--- src/rtl/demux4_framer_pkg.sv ---
// Shared constants and state encoding for the 4-lane receive framer.
package demux4_framer_pkg;

  localparam int unsigned NLANES = 4;
  localparam int unsigned SLOT_W = 2;

  typedef enum logic [0:0] {
    StIdle,
    StRun
  } state_e;

endpackage

--- src/rtl/demux4_framer_if.sv ---
// Serial-in / parallel-out bus between the link receiver and the framer.
interface demux4_framer_if
  import demux4_framer_pkg::*;
#(
  parameter int unsigned WIDTH = 1
);
  logic                     en;
  logic                     sync;
  logic [WIDTH-1:0]         din;
  logic [SLOT_W-1:0]        sel_out;
  logic [NLANES*WIDTH-1:0]  lane;
  logic                     frame_valid;
  logic                     sync_err;

  modport master (
    output en, sync, din,
    input  sel_out, lane, frame_valid, sync_err
  );

  modport slave (
    input  en, sync, din,
    output sel_out, lane, frame_valid, sync_err
  );
endinterface

--- src/rtl/demux4_framer_slot_timer.sv ---
// Slot sequencer: divides the clock into DIV-cycle slots and counts slots 0..3.
module demux4_framer_slot_timer
  import demux4_framer_pkg::*;
#(
  parameter int unsigned DIV = 1
) (
  input  logic              clk,
  input  logic              rst,
  input  logic              en_i,
  input  logic              run_i,
  input  logic              clear_i,
  output logic [SLOT_W-1:0] slot_o,
  output logic              tick_o,
  output logic              slot_last_o,
  output logic              boundary_o
);

  localparam int unsigned CntW = (DIV > 1) ? $clog2(DIV) : 1;
  localparam logic [CntW-1:0] CntLast = CntW'(DIV - 1);

  logic [CntW-1:0]   div_cnt_q, div_cnt_d;
  logic [SLOT_W-1:0] slot_q, slot_d;

  // Sample point is the last cycle of each slot.
  assign tick_o      = en_i & run_i & (div_cnt_q == CntLast);
  assign slot_last_o = (slot_q == SLOT_W'(NLANES - 1));
  assign boundary_o  = (slot_q == '0) && (div_cnt_q == '0);
  assign slot_o      = slot_q;

  // Next-state: clear wins, otherwise advance only while running and enabled.
  always_comb begin
    div_cnt_d = div_cnt_q;
    slot_d    = slot_q;
    if (clear_i) begin
      div_cnt_d = '0;
      slot_d    = '0;
    end else if (en_i && run_i) begin
      if (tick_o) begin
        div_cnt_d = '0;
        slot_d    = slot_q + SLOT_W'(1);
      end else begin
        div_cnt_d = div_cnt_q + CntW'(1);
      end
    end
  end

  // Counter registers.
  always_ff @(posedge clk or posedge rst) begin
    if (rst) begin
      div_cnt_q <= '0;
      slot_q    <= '0;
    end else begin
      div_cnt_q <= div_cnt_d;
      slot_q    <= slot_d;
    end
  end

endmodule

--- src/rtl/demux4_framer.sv ---
// Receive-side 1:4 demultiplexer: routes serial slots back to lanes and
// publishes each complete frame as one atomically updated parallel word.
module demux4_framer
  import demux4_framer_pkg::*;
#(
  parameter int unsigned WIDTH = 1,
  parameter int unsigned DIV   = 1
) (
  input logic           clk,
  input logic           rst,
  demux4_framer_if.slave bus
);

  state_e state_q, state_d;

  // Slots 0..2 only; slot 3 goes straight from din into lane.
  logic [NLANES-2:0][WIDTH-1:0] shadow_q, shadow_d;
  logic [NLANES*WIDTH-1:0]      lane_q, lane_d;
  logic                         frame_valid_q, frame_valid_d;
  logic                         sync_err_q, sync_err_d;

  logic              clear;
  logic              tick;
  logic              slot_last;
  logic              boundary;
  logic [SLOT_W-1:0] slot;

  demux4_framer_slot_timer #(
    .DIV (DIV)
  ) u_slot_timer (
    .clk         (clk),
    .rst         (rst),
    .en_i        (bus.en),
    .run_i       (state_q == StRun),
    .clear_i     (clear),
    .slot_o      (slot),
    .tick_o      (tick),
    .slot_last_o (slot_last),
    .boundary_o  (boundary)
  );

  // FSM next-state, slot capture and frame publication.
  always_comb begin
    state_d       = state_q;
    shadow_d      = shadow_q;
    lane_d        = lane_q;
    frame_valid_d = 1'b0;
    sync_err_d    = 1'b0;
    clear         = 1'b0;
    unique case (state_q)
      StIdle: begin
        if (bus.en && bus.sync) begin
          state_d = StRun;
          clear   = 1'b1;
        end
      end
      StRun: begin
        if (bus.en) begin
          // Sync on a frame boundary or on the completing tick is benign.
          if (bus.sync && !boundary && !(tick && slot_last)) begin
            sync_err_d = 1'b1;
            clear      = 1'b1;
            shadow_d   = '0;
          end else if (tick) begin
            if (slot_last) begin
              lane_d        = {bus.din, shadow_q[2], shadow_q[1], shadow_q[0]};
              frame_valid_d = 1'b1;
            end else begin
              shadow_d[slot] = bus.din;
            end
          end
        end
      end
    endcase
  end

  // State, data and pulse registers.
  always_ff @(posedge clk or posedge rst) begin
    if (rst) begin
      state_q       <= StIdle;
      shadow_q      <= '0;
      lane_q        <= '0;
      frame_valid_q <= 1'b0;
      sync_err_q    <= 1'b0;
    end else begin
      state_q       <= state_d;
      shadow_q      <= shadow_d;
      lane_q        <= lane_d;
      frame_valid_q <= frame_valid_d;
      sync_err_q    <= sync_err_d;
    end
  end

  assign bus.sel_out     = (state_q == StRun) ? slot : '0;
  assign bus.lane        = lane_q;
  assign bus.frame_valid = frame_valid_q;
  assign bus.sync_err    = sync_err_q;

endmodule

--- src/flat_wrapper.sv ---
// flat-port wrapper written by rule: the top's interface ports become plain ports
module demux4_framer_flat import demux4_framer_pkg::*;
#(
  parameter int unsigned WIDTH = 1,
  parameter int unsigned DIV   = 1
)
  (clk, rst, bus_en, bus_sync, bus_din, bus_sel_out, bus_lane, bus_frame_valid, bus_sync_err);
  demux4_framer_if #(.WIDTH(WIDTH)) bus_i ();
  input logic clk;
  input logic rst;
  input wire logic [$bits(bus_i.en)-1:0] bus_en;
  input wire logic [$bits(bus_i.sync)-1:0] bus_sync;
  input wire logic [$bits(bus_i.din)-1:0] bus_din;
  output wire logic [$bits(bus_i.sel_out)-1:0] bus_sel_out;
  output wire logic [$bits(bus_i.lane)-1:0] bus_lane;
  output wire logic [$bits(bus_i.frame_valid)-1:0] bus_frame_valid;
  output wire logic [$bits(bus_i.sync_err)-1:0] bus_sync_err;
  assign bus_i.en = bus_en;
  assign bus_i.sync = bus_sync;
  assign bus_i.din = bus_din;
  assign bus_sel_out = bus_i.sel_out;
  assign bus_lane = bus_i.lane;
  assign bus_frame_valid = bus_i.frame_valid;
  assign bus_sync_err = bus_i.sync_err;
  demux4_framer #(.WIDTH(WIDTH), .DIV(DIV)) u_core (.clk(clk), .rst(rst), .bus(bus_i));
endmodule
--- config.mk ---
export PLATFORM = sky130hd
export DESIGN_NAME = demux4_framer_flat
export DESIGN_NICKNAME = d
export VERILOG_FILES = /design/src/rtl/demux4_framer_pkg.sv /design/src/rtl/demux4_framer_if.sv /design/src/rtl/demux4_framer_slot_timer.sv /design/src/rtl/demux4_framer.sv /design/src/flat_wrapper.sv
export SDC_FILE = /design/constraint.sdc
export NUM_CORES = 1
export LEC_CHECK = 0
export CORE_MARGIN = 2
export CORE_UTILIZATION = 43
export DETAILED_ROUTE_END_ITERATION = 8
export PLACE_DENSITY = 0.71
export SETUP_SLACK_MARGIN = 0.02
export SLEW_MARGIN = 20
export SYNTH_ARGS = -nofsm -noshare
export SYNTH_HDL_FRONTEND = slang
export SYNTH_SLANG_ARGS = --single-unit
--- constraint.sdc ---
create_clock -name clk -period 1.7 [get_ports clk]
set_clock_uncertainty 0.15 [all_clocks]
set_input_delay 0.255 -clock clk [delete_from_list [all_inputs] [get_ports clk]]
set_output_delay 0.255 -clock clk [all_outputs]
set_load 0.1 [all_outputs]
==> results.md, run 1 <==
- The post-synthesis net count is 64.
- The slowest library cell on the worst path is sky130_fd_sc_hd__dfrtp_1.
- Data arrives at the worst endpoint at approximately 1.6 ns.
- During placement, the flow inserted port buffers numbering 12.
- The first global-routing pass estimated 1.918 mm of wire.
- For this design, the CTS-stage hold fixing added 0 buffers.
- Yosys mapped a number of flops with a built-in enable equal to 0.
- The fraction of the core area covered by cells at the end of the flow is 0.6775.
- The total inserted antenna cells is 0.
- After synthesis, the cell types taking the most area are sky130_fd_sc_hd__dfrtp_1 51%, sky130_fd_sc_hd__mux2_4 9.4%, sky130_fd_sc_hd__ha_1 7.8%.
- Of all cell types, the one taking the most synthesized area is sky130_fd_sc_hd__dfrtp_1.
- The shortest clock period the worst path allows after layout is 1.595 ns.
- Once detail routing completed, the nets flagged for antenna violations numbered 0.
- By count the netlist is led by 13 x sky130_fd_sc_hd__dfrtp_1, 6 x sky130_fd_sc_hd__o21ai_0.
- The maximum clock rate is 0.6268 GHz.
- The slack of the critical path is 0.1045 ns.
- Of the synthesized area, sequential elements account for 0.5078.
- The first routing iteration left 3 violations.
- The number of synthesized register bits is 13.
- The area growth from synthesis to layout is 42.77%.
- Synthesis produced a netlist whose cell count is 55.
- Clock latency on the worst-skew pair, taken at its later pin, is 0.28 ns.
- The maximum number of buffers from clock root to sink is 2.
- The number of vias in the routed layout is 459.
- In the final layout, the share of cells above drive strength 1 is 0.3067.
- The final worst-path cycle share is 0.9385.
- For this configuration, the core starts out at a cell density of 0.4745.
- The initial antenna violation count came to 0.
- After filler insertion, the fill cell instance count of the layout stands at 100.
- Timing analysis after detailed placement gives a worst setup slack of -0.02211 ns.
- In the routed layout, each cell is associated on average with a via count of 5.100.
- Clock tree synthesis found a total of 13 sinks.
- The synthesized netlist contains 20 unique library cells.
- The category of the worst setup path launch point is a register.
- Traced cell by cell, the critical path runs through buf_4 > inv_1 > ha_1 > nand2b_1 > and2_1 > o21ai_0 > a32o_1.
- Setup violations remaining at the end of the flow were counted as 0.
- The die covers 1814 um2.
- In this run the worst hold path is classified as in -> async.
- The run finished with clean final reports.
- The combined global-route utilization of all metal layers is 0.1496.
- The congestion estimate from routability-driven global placement came to 0.8228.
- The largest driver fanout on the critical path is 4.
- For this run, the detailed router's first-pass iteration total came to 3.
- The data required time at the worst endpoint is 1.72 ns.
- Setup repair after global routing left no endpoint under its margin.
- The final hold violation count is 0.
- The net count of the finished layout is 85.
- After detailed routing, the total wire length is about 1.2 mm.
- In the synthesized netlist the dominant register cell turns out to be sky130_fd_sc_hd__dfrtp_1.
- The total negative setup slack is 0 ns.
- A synthesized cell averages 11.65 um2.
- From bottom edge to top edge, the die measures between 40 and 50 um.
- Dividing the detail-routed wire length by the instance count gives 12.92 um.
- The number of clock buffers inserted by TritonCTS is 3.
- The post-DP HPWL is 877 um.
- After synthesis the cells add up to 640.6 um2.
- Summed over all layers, the global routing overflow is 0.
- In the routed design, unresolved DRC markers number 0.
- The maximum number of pins on one net before global-route repair is 14.
- Clock-pin slew was measured on the worst setup and hold paths at around 0.080 ns.
- The number of placement rows is 13.
- The number of warnings issued by yosys is 0.
- The critical path in this run is classified as reg -> reg.
- In this design, the stage delay of the slowest critical-path cell is 0.40 ns.
- STA classifies the critical path endpoint as a register.
- The overall die width is 42.60 um.
- CTS built an H-tree with a depth of 1.
- The cell with the most instances after synthesis is sky130_fd_sc_hd__dfrtp_1.
- 13 I/O pins were placed.
- After floorplanning, the core was sized to cover around 1400 um2.
- CTS placed an instance of sky130_fd_sc_hd__clkbuf_4 at the clock tree root.
- The worst slew margin relative to its limit is 0.6655.
- TritonCTS built the clock tree.
- After synthesis, the share of flip-flops with an asynchronous set or reset is 1.000.
- Max-cap violations in this run came to 0.
- The share of the synthesized area in the top cell type is 0.5078.
- At the pin with the least slew margin, the transition time is between 0.5 and 0.6 ns.
- The via count of the first global-routing pass is 441.
- The total count of max-transition violations in the final report is 0.
## final cells by class
type / count / area, um2 / area share
well taps: 15 / 18.77 / 0.02052
repair buffers: 17 / 237.7 / 0.2599
multi-input cells: 38 / 295.3 / 0.3228
inverters: 3 / 11.26 / 0.01231
clock buffers: 4 / 26.28 / 0.02873
flip-flops and latches: 13 / 325.3 / 0.3557
## cells in the final DEF, fill, tap and decap left out, drive strengths merged, types with 2 or more instances in the layout
| cell type | n |
|---|---|
| a21oi | 2 |
| a32o | 3 |
| and2 | 5 |
| and3 | 2 |
| buf | 13 |
| clkbuf | 4 |
| clkdlybuf4s50 | 4 |
| dfrtp | 13 |
| ha | 4 |
| inv | 3 |
| mux2 | 4 |
| nand2 | 4 |
| nor2 | 2 |
| o21ai | 6 |
## per-layer routing
metal	part of all wire	up-vias	GRT usage	wire (um)
met4	0.015	0	0.1125	18
met1	0.46	211	0.1653	533
met5	0	-	0	0
met2	0.47	14	0.2308	545
li1	-	230	-	-
met3	0.057	4	0.05603	66
## path summary, 6_finish.rpt
check                                               from                       endpoint  slack [ns]  cells after the start
setup / recovery           u_core.u_slot_timer.slot_o[0]             u_core.shadow_q[1]        0.10                      7
hold / removal                                       rst  u_core.u_slot_timer.div_cnt_q        0.14                      2
setup reg to reg           u_core.u_slot_timer.slot_o[0]             u_core.shadow_q[1]        0.10                      7
hold reg to reg                       u_core.shadow_q[1]             u_core.shadow_q[1]        0.36                      1
max in group asynchronous                            rst             u_core.shadow_q[1]        0.92                      2
min in group clk                      u_core.shadow_q[1]             u_core.shadow_q[1]        0.36                      1
## sequential cells by signal, indices dropped and copies added, names as in the netlist
register,flops
u_core.bus.lane,4
u_core.u_slot_timer.slot_o,2
u_core.shadow_q,3
u_core.state_q,1
u_core.u_slot_timer.div_cnt_q,1
u_core.bus.frame_valid,1
u_core.bus.sync_err,1
## per-stage QoR
step	std cells	hold slack, ns	area (um2)
global placement	85	0.3349	878.3
floorplan	55	-0.01804	640.6
global route	90	0.2017	914.6
CTS	89	0.1580	904.6
detailed placement	85	0.3413	878.3
finish	90	0.1449	914.6
## worst max-delay path: cells and delay by family (launching register included)
kind	cells	cell delay (ns)
AO/OA/AOI/OAI	2	0.27
adder cells (fa/ha/maj)	1	0.23
buffers and inverters	2	0.19
flip-flops	1	0.40
AND/OR/NAND/NOR	2	0.23
## timing repair
| action | in CTS | in global routing |
|---|---|---|
| endpoints found under the setup margin | 0 | 3 |
| resized for setup | 0 | 3 |
| buffers inserted | 0 | 1 |
| endpoints found under the hold margin | 0 | 0 |
## cell families after synthesis
group,count (synthesis),share of synthesized area
adders and majority gates,4,0.07813
AOI/OAI and AO/OA,12,0.1270
and+or+nand+nor,17,0.1445
DFF,13,0.5078
xor gates and xnor gates,1,0.01367
buffers and inverters,4,0.03515
muxes,4,0.09375
Power of run 1 is not shown: default switching activity piles up to over one toggle a cycle in this logic, so the estimate is an artifact.
==> inputs of run 2 (changes only) <==
CORE_MARGIN = unset   (was 2)
HOLD_SLACK_MARGIN = 0.03   (was unset)
REMOVE_ABC_BUFFERS = 1   (was unset)
==> run 2 against run 1 <==
  * Critical path depth decreased by 2
  * Count of clock-buffer cells in the layout stayed put
  * Via count rose by 3.5%
  * Critical path type unchanged
  * Highest routed layer unchanged
  * Sequential share of layout area grew 0.088 points
  * Design area is 0.14% higher
  * Largest cell class unchanged
  * Global-route usage rose by 3.9 points
  * Fmax is 2.2% lower
  * First-iteration DRC count rose by 100%
  * Non-clock buffer count unchanged
  * Sequential cell count did not move
  * Final cell count stayed put
  * Wire length down 2.2%
==> results.md, run 2 (synthesis gave the netlist of run 1 again) <==
- The number of nets with antenna violations after detailed routing is 0 (unchanged).
- The final number of setup-violating endpoints came to 0 (unchanged).
- The total clock sinks is 13 (unchanged).
- The cell count after placement was 84 (-1.2%).
- The met3 layer usage reported by global route was 0.05000 (-0.006034).
- The type of the worst setup path is reg -> reg.
- The number of placement rows is 13 (unchanged).
- The net count of the finished layout is 85 (unchanged).
- Setup repair after global routing could not meet its margin everywhere.
- The violation count after the first detailed-route iteration is 6 (+3).
- The global routing stage identified its most utilized layer as met2.
- The shortest clock period the worst path allows after layout is 1.631 ns (+0.03591 ns).
- The total count of max-transition violations in the final report came to 0 (unchanged).
- The number of primary I/O pins is 13 (unchanged).
- The final hold violation count is 0 (unchanged).
- The worst setup path is launched from a register.
- The register-to-register path setup slack came to 0.07 ns (-0.04 ns).
- The H-tree depth is 1 (unchanged).
- The final global-route overflow total came to 0 (unchanged).
- The met2 global-route usage is 0.2619 (+0.03114).
- The final routed wire length divided by cell count came to 12.63 um (-2.2%).
- TritonCTS built the clock tree.
- The area of the die was 1648 um2 (-9.2%).
- The overall die width is 40.60 um (-4.7%).
- The post-synthesis to final-layout area growth is 42.97%.
- The final worst-path cycle share was 0.9596 (+0.02112).
- The met1 track demand over resource in global routing is 0.2334 (+0.06814).
- The global-route wire length before repair is 1.849 mm (-3.6%).
- The largest driver fanout on the critical path is 5 (+1).
- The arrival time of the worst setup path came to 1.65 ns (+0.03 ns).
- The maximum number of pins on one net before global-route repair is 14 (unchanged).
- The routability-driven placement congestion ratio is 0.8547 (+3.9%).
- The combined global-route utilization of all metal layers is 0.1889 (+0.03923).
- The initial antenna violation count is 0 (unchanged).
- The cell count of the worst reg-to-reg path was 5 (-2).
- The post-detailed-routing wire length was 1.137 mm (-2.2%).
- The tree is rooted in a sky130_fd_sc_hd__clkbuf_4.
- Leaving out fill and tap cells, the most frequent cell in the layout is sky130_fd_sc_hd__dfrtp_1.
- The filler cell count in the final layout is 109 (+9.0%).
- The number of vias in the routed layout is 475 (+3.5%).
- The number of maximum-capacitance constraint violations was 0 (unchanged).
- The share of layout cells above drive strength 1 is 0.3200 (+0.01333).
- The worst setup path is captured at a register.
- The later-pin clock latency in the skew report is 0.27 ns (about the same).
- The number of clock buffers inserted by TritonCTS came to 3 (unchanged).
- The top cell types in the final layout, fill and taps aside, are 12 x sky130_fd_sc_hd__dfrtp_1, 8 x sky130_fd_sc_hd__buf_12, 6 x sky130_fd_sc_hd__o21ai_0.
- In this run the worst hold path is classified as in -> async.
- The number of detailed-route iterations in the first pass came to 4 (+1).
- The count of input and output buffers is 12 (unchanged).
- The startpoint identified for the worst register-to-register timing path is u_core.u_slot_timer.slot_o[0].
- The worst register-to-register path ends at u_core.shadow_q[1].
- The flow ran to the end, and the final reports show no timing, DRC or antenna violations.
- The height of the die is 40.60 um (-4.7%).
- The via count of the first global-routing pass came to 423 (-4.1%).
- The total inserted antenna cells is 0 (unchanged).
- The total negative setup slack is 0 ns (unchanged).
- The post-DP HPWL came to 880.1 um (+0.35%).
- The area of the core is 1350 um2 (unchanged).
- The clock input transition at the sequential cells of the worst setup and hold paths is 0.08 ns (about the same).
- The data required time at the worst endpoint is 1.71 ns (about the same).
- The number of standard cells in the final layout excluding fillers is 90 (unchanged).
- The number of remaining DRC errors is 0 (unchanged).
- The starting density of the core is 0.4745 (unchanged).
- The flip-flop count of the largest register after layout came to 4 (unchanged).
- The maximum clock rate is 0.6130 GHz (-2.2%).
- The fraction of the core area covered by cells at the end of the flow is 0.6784 (+0.0009270).
- The detailed-route vias per instance was 5.278 (+3.5%).
- The worst slew margin relative to its limit is 0.6788 (+0.01324).
- The maximum number of buffers from clock root to sink is 2 (unchanged).
- The slew at the pin with the worst max-slew slack is 0.4813 ns (-0.01983 ns).
- The number of hold-repair buffers added at the cts stage came to 0 (unchanged).
-- run 2: worst max path at each step --
stage / start / to / slack (ns) / depth (start not counted)
floorplan: u_core.u_slot_timer.slot_o[0] / bus_sel_out[0] / 0.14 / 1
CTS: u_core.u_slot_timer.slot_o[0] / u_core.shadow_q[1] / 0.03 / 5
global route: u_core.u_slot_timer.slot_o[0] / u_core.shadow_q[2] / 0.01 / 5
global placement: bus_en / u_core.bus.lane[3] / 0.03 / 4
finish: u_core.u_slot_timer.slot_o[0] / u_core.shadow_q[1] / 0.07 / 5
detailed placement: bus_en / u_core.shadow_q[1] / 0.002 / 5
-- run 2: timing repair --
item	in CTS	in global routing
endpoints found under the hold margin	0	0
setup buffers	0	2
pin swaps	1	1
resized for setup	1	1
endpoints found under the setup margin	3	3
-- run 2: critical path, cell delays in order (launching register included) --
cell	delay (ns)
sky130_fd_sc_hd__dfrtp_2	0.44
sky130_fd_sc_hd__ha_2	0.20
sky130_fd_sc_hd__or2_1	0.22
sky130_fd_sc_hd__a21oi_2	0.19
sky130_fd_sc_hd__o21ai_0	0.12
sky130_fd_sc_hd__a32o_1	0.21
-- run 2: cell type report --
class,count,area [um2],share of cell area
Timing Repair Buffer,17,237.7,0.2596
Inverter,3,11.26,0.01230
Tap cell,15,18.77,0.02049
Multi-Input combinational cell,38,295.3,0.3224
Sequential cell,13,326.6,0.3566
Clock buffer,4,26.28,0.02869
-- run 2: per-stage QoR --
| stage | instance area [um2] | worst slack (ns) | hold slack, ns |
|---|---|---|---|
| finish | 915.9 | 0.06861 | 0.1483 |
| global route | 915.9 | 0.01127 | 0.1986 |
| CTS | 898.4 | 0.03323 | 0.1634 |
| detailed placement | 870.8 | 0.002029 | 0.3507 |
| global placement | 870.8 | 0.03339 | 0.3477 |
| floorplan | 629.4 | 0.1362 | -0.01804 |
-- run 2: per-layer routing --
layer,vias up,wire [um]
met2,21,515
met4,0,25
met1,221,524
met5,-,0
met3,4,71
li1,229,-
Power of run 2 is left out for the same reason.
==> inputs of run 3 (changes only) <==
CORE_UTILIZATION = 45   (was 43)
CTS_BUF_LIST = sky130_fd_sc_hd__clkbuf_8   (was unset)
PLACE_DENSITY = 0.74   (was 0.71)
TNS_END_PERCENT = 1   (was unset)
==> run 3 against run 2 <==
  * Final cell count stayed put
  * Critical path depth unchanged
  * Utilization up 3.0 points
  * Wire length up 5.3%
  * First-iteration DRC count grew 67%
  * Register-to-register slack barely moved
  * Worst hold slack gained 0.060 ns
  * Non-clock buffer count unchanged
  * Sequential cell count stayed put
==> results.md, run 3 (synthesis gave the netlist of run 1 again) <==
- The flow ran to the end, and the final reports show no timing, DRC or antenna violations.
- The maximum number of pins on one net before global-route repair was 14 (unchanged).
- The total negative setup slack is 0 ns (unchanged).
- The number of primary I/O pins is 13 (unchanged).
- The final routed wire length divided by cell count is 13.30 um (+5.3%).
- The number of hold-repair buffers added at the cts stage is 0 (unchanged).
- The final standard cell area without fillers was 933.4 um2 (+1.9%).
- The capture point of the worst reg-to-reg path is u_core.shadow_q[1].
- The number of clock buffers inserted by TritonCTS came to 3 (unchanged).
- In this run the worst setup path terminates at u_core.shadow_q[1].
- The type of the worst setup path is reg -> reg.
- STA classifies the critical path endpoint as a register.
- The routability-driven placement congestion ratio came to 0.8332 (-2.5%).
- The worst setup path is launched from a register.
- The number of detailed-route iterations in the first pass is 4 (unchanged).
- The number of maximum-capacitance constraint violations was 0 (unchanged).
- The critical path's top delay family is compound AO/OA/AOI/OAI gates.
- The number of logic stages on the critical path including buffering came to 5 (unchanged).
- The clock tree from TritonCTS is built.
- The number of vias in the routed layout came to 472 (-0.63%).
- The total inserted antenna cells is 0 (unchanged).
- The slowest library cell on the worst path is sky130_fd_sc_hd__dfrtp_1.
- The H-tree depth came to 1 (unchanged).
- The filler cell count in the final layout was 92 (-16%).
- The clock input transition at the sequential cells of the worst setup and hold paths is 0.06 ns (-0.02 ns).
- The buffer and inverter count on the worst path is 0 (unchanged).
- The cell area after placement was 878.3 um2 (+0.86%).
- The arrival time of the worst setup path is 1.62 ns (-0.03 ns).
- The violation count after the first detailed-route iteration is 10 (+4).
- The via count of the first global-routing pass is 436 (+3.1%).
- The area of the die is 1578 um2 (-4.2%).
- The number of placement rows is 13 (unchanged).
- The post-detailed-routing wire length came to 1.197 mm (+5.3%).
- The startpoint identified for the worst register-to-register timing path is u_core.u_slot_timer.slot_o[0].
- The number of remaining DRC errors is 0 (unchanged).
- The net count of the finished layout is 85 (unchanged).
- The total count of max-transition violations in the final report is 0 (unchanged).
- The largest driver fanout on the critical path came to 4 (-1).
- The most common cell after layout, fill and taps aside is sky130_fd_sc_hd__dfrtp_1.
- The delay contributed by the slowest stage of the critical path is 0.41 ns (-0.03 ns).
- The cell count of the worst reg-to-reg path came to 5 (unchanged).
- The combined global-route utilization of all metal layers is 0.1847 (-0.004132).
- The cell sitting at the root of the clock tree is a sky130_fd_sc_hd__clkbuf_8.
- The total clock sinks is 13 (unchanged).
- The post-synthesis to final-layout area growth is 45.70%.
- The overall die width was 39.73 um (-2.1%).
- The area of the core is 1318 um2 (-2.4%).
- The share of layout cells above drive strength 1 is 0.3067 (-0.01333).
- The critical path starts at u_core.u_slot_timer.slot_o[0].
- The setup slack at placement came to 0.01644 ns (+0.01441 ns).
- The detailed-route vias per instance is 5.244 (-0.63%).
- The final global-route overflow total came to 0 (unchanged).
- Walking the worst path, the cells encountered are ha_1 > or2_1 > a21oi_2 > o21ai_0 > a32o_1.
- The fraction of the core area covered by cells at the end of the flow is 0.7085 (+0.03005).
- The final number of setup-violating endpoints is 0 (unchanged).
- The shortest clock period the worst path allows after layout is 1.642 ns (+0.01069 ns).
- Setup repair after global routing could not meet its margin everywhere.
- The number of nets with antenna violations after detailed routing is 0 (unchanged).
- The worst slew margin relative to its limit was 0.6728 (-0.005976).
- The initial antenna violation count is 0 (unchanged).
- The kind of path behind the tightest hold check is in -> async.
- The slew at the pin with the worst max-slew slack is 0.4903 ns (+0.008954 ns).
- The flip-flop count of the largest register after layout was 4 (unchanged).
- Leaving out fill and tap cells, the most frequent cells in the layout are 13 x sky130_fd_sc_hd__dfrtp_1, 8 x sky130_fd_sc_hd__buf_12, 5 x sky130_fd_sc_hd__buf_4.
- The starting density of the core came to 0.4862 (+0.01172).
- The final worst-path cycle share is 0.9659 (+0.006287).
- The register-to-register path setup slack is 0.06 ns (about the same).
- The global-route wire length before repair is 1.856 mm (+0.38%).
- The maximum number of buffers from clock root to sink is 2 (unchanged).
- The post-DP HPWL came to 842.4 um (-4.3%).
- The height of the die is 39.73 um (-2.1%).
- The count of input and output buffers is 12 (unchanged).
- The slack of the critical path is 0.05793 ns (-0.01069 ns).
- The data required time at the worst endpoint was 1.67 ns (-0.04 ns).
- The later-pin clock latency in the skew report is 0.24 ns (-0.03 ns).
- The final hold violation count is 0 (unchanged).
- The maximum clock rate is 0.6090 GHz (-0.65%).
## run 3: cell types whose count changed in the layout (fill, tap and decap cells not counted), sizes merged
cell,change
clkbuf,-1
inv,+1
## run 3: area by class of cell
| cell class | count | area [um2] | area share |
|---|---|---|---|
| multi-input combinational | 38 | 295.3 | 0.3164 |
| timing repair buffer | 17 | 237.7 | 0.2547 |
| inverter | 3 | 11.26 | 0.01206 |
| clock inverter | 1 | 3.754 | 0.004021 |
| clock buffer | 3 | 41.29 | 0.04424 |
| sequential | 13 | 325.3 | 0.3485 |
| tap | 15 | 18.77 | 0.02011 |
## run 3: worst min-delay path by stage
stage                                               end  slack (ns)  cells after the start
after floorplan                  u_core.bus.frame_valid       -0.02                      1
final                     u_core.u_slot_timer.div_cnt_q        0.21                      2
after detailed placement             u_core.shadow_q[0]        0.34                      1
after global routing                 u_core.shadow_q[0]        0.28                      2
after CTS                            u_core.bus.lane[3]        0.24                      2
after global placement               u_core.shadow_q[2]        0.33                      1
## run 3: repair_timing
item                       CTS  global route
gates resized for setup      0             3
buffers inserted             0             1
setup endpoints to repair    0             3
## run 3: worst reg2reg max path: cells and delay by family, from the launching register on
kind / cells / cell delay, ns
and+or+nand+nor: 1 / 0.22
AOI/OAI and AO/OA: 3 / 0.52
DFF: 1 / 0.41
adders and majority gates: 1 / 0.24
## run 3: per-layer routing
layer | GRT usage | share of wire | vias to the layer above
met1 | 0.2191 | 0.44 | 228
met2 | 0.3074 | 0.51 | 13
li1 | - | - | 229
met4 | 0.1034 | 0.0075 | 0
met3 | 0.03409 | 0.039 | 2
met5 | 0 | 0 | -
## run 3: metrics by stage
| stage | hold WS (ns) | std cells |
|---|---|---|
| 6_report | 0.2085 | 90 |
| 5_1_grt | 0.2788 | 90 |
| 4_1_cts | 0.2430 | 89 |
| 3_5_place_dp | 0.3379 | 85 |
| 3_3_place_gp | 0.3329 | 85 |
| 2_1_floorplan | -0.01804 | 54 |
Power of run 3 is left out for the same reason.
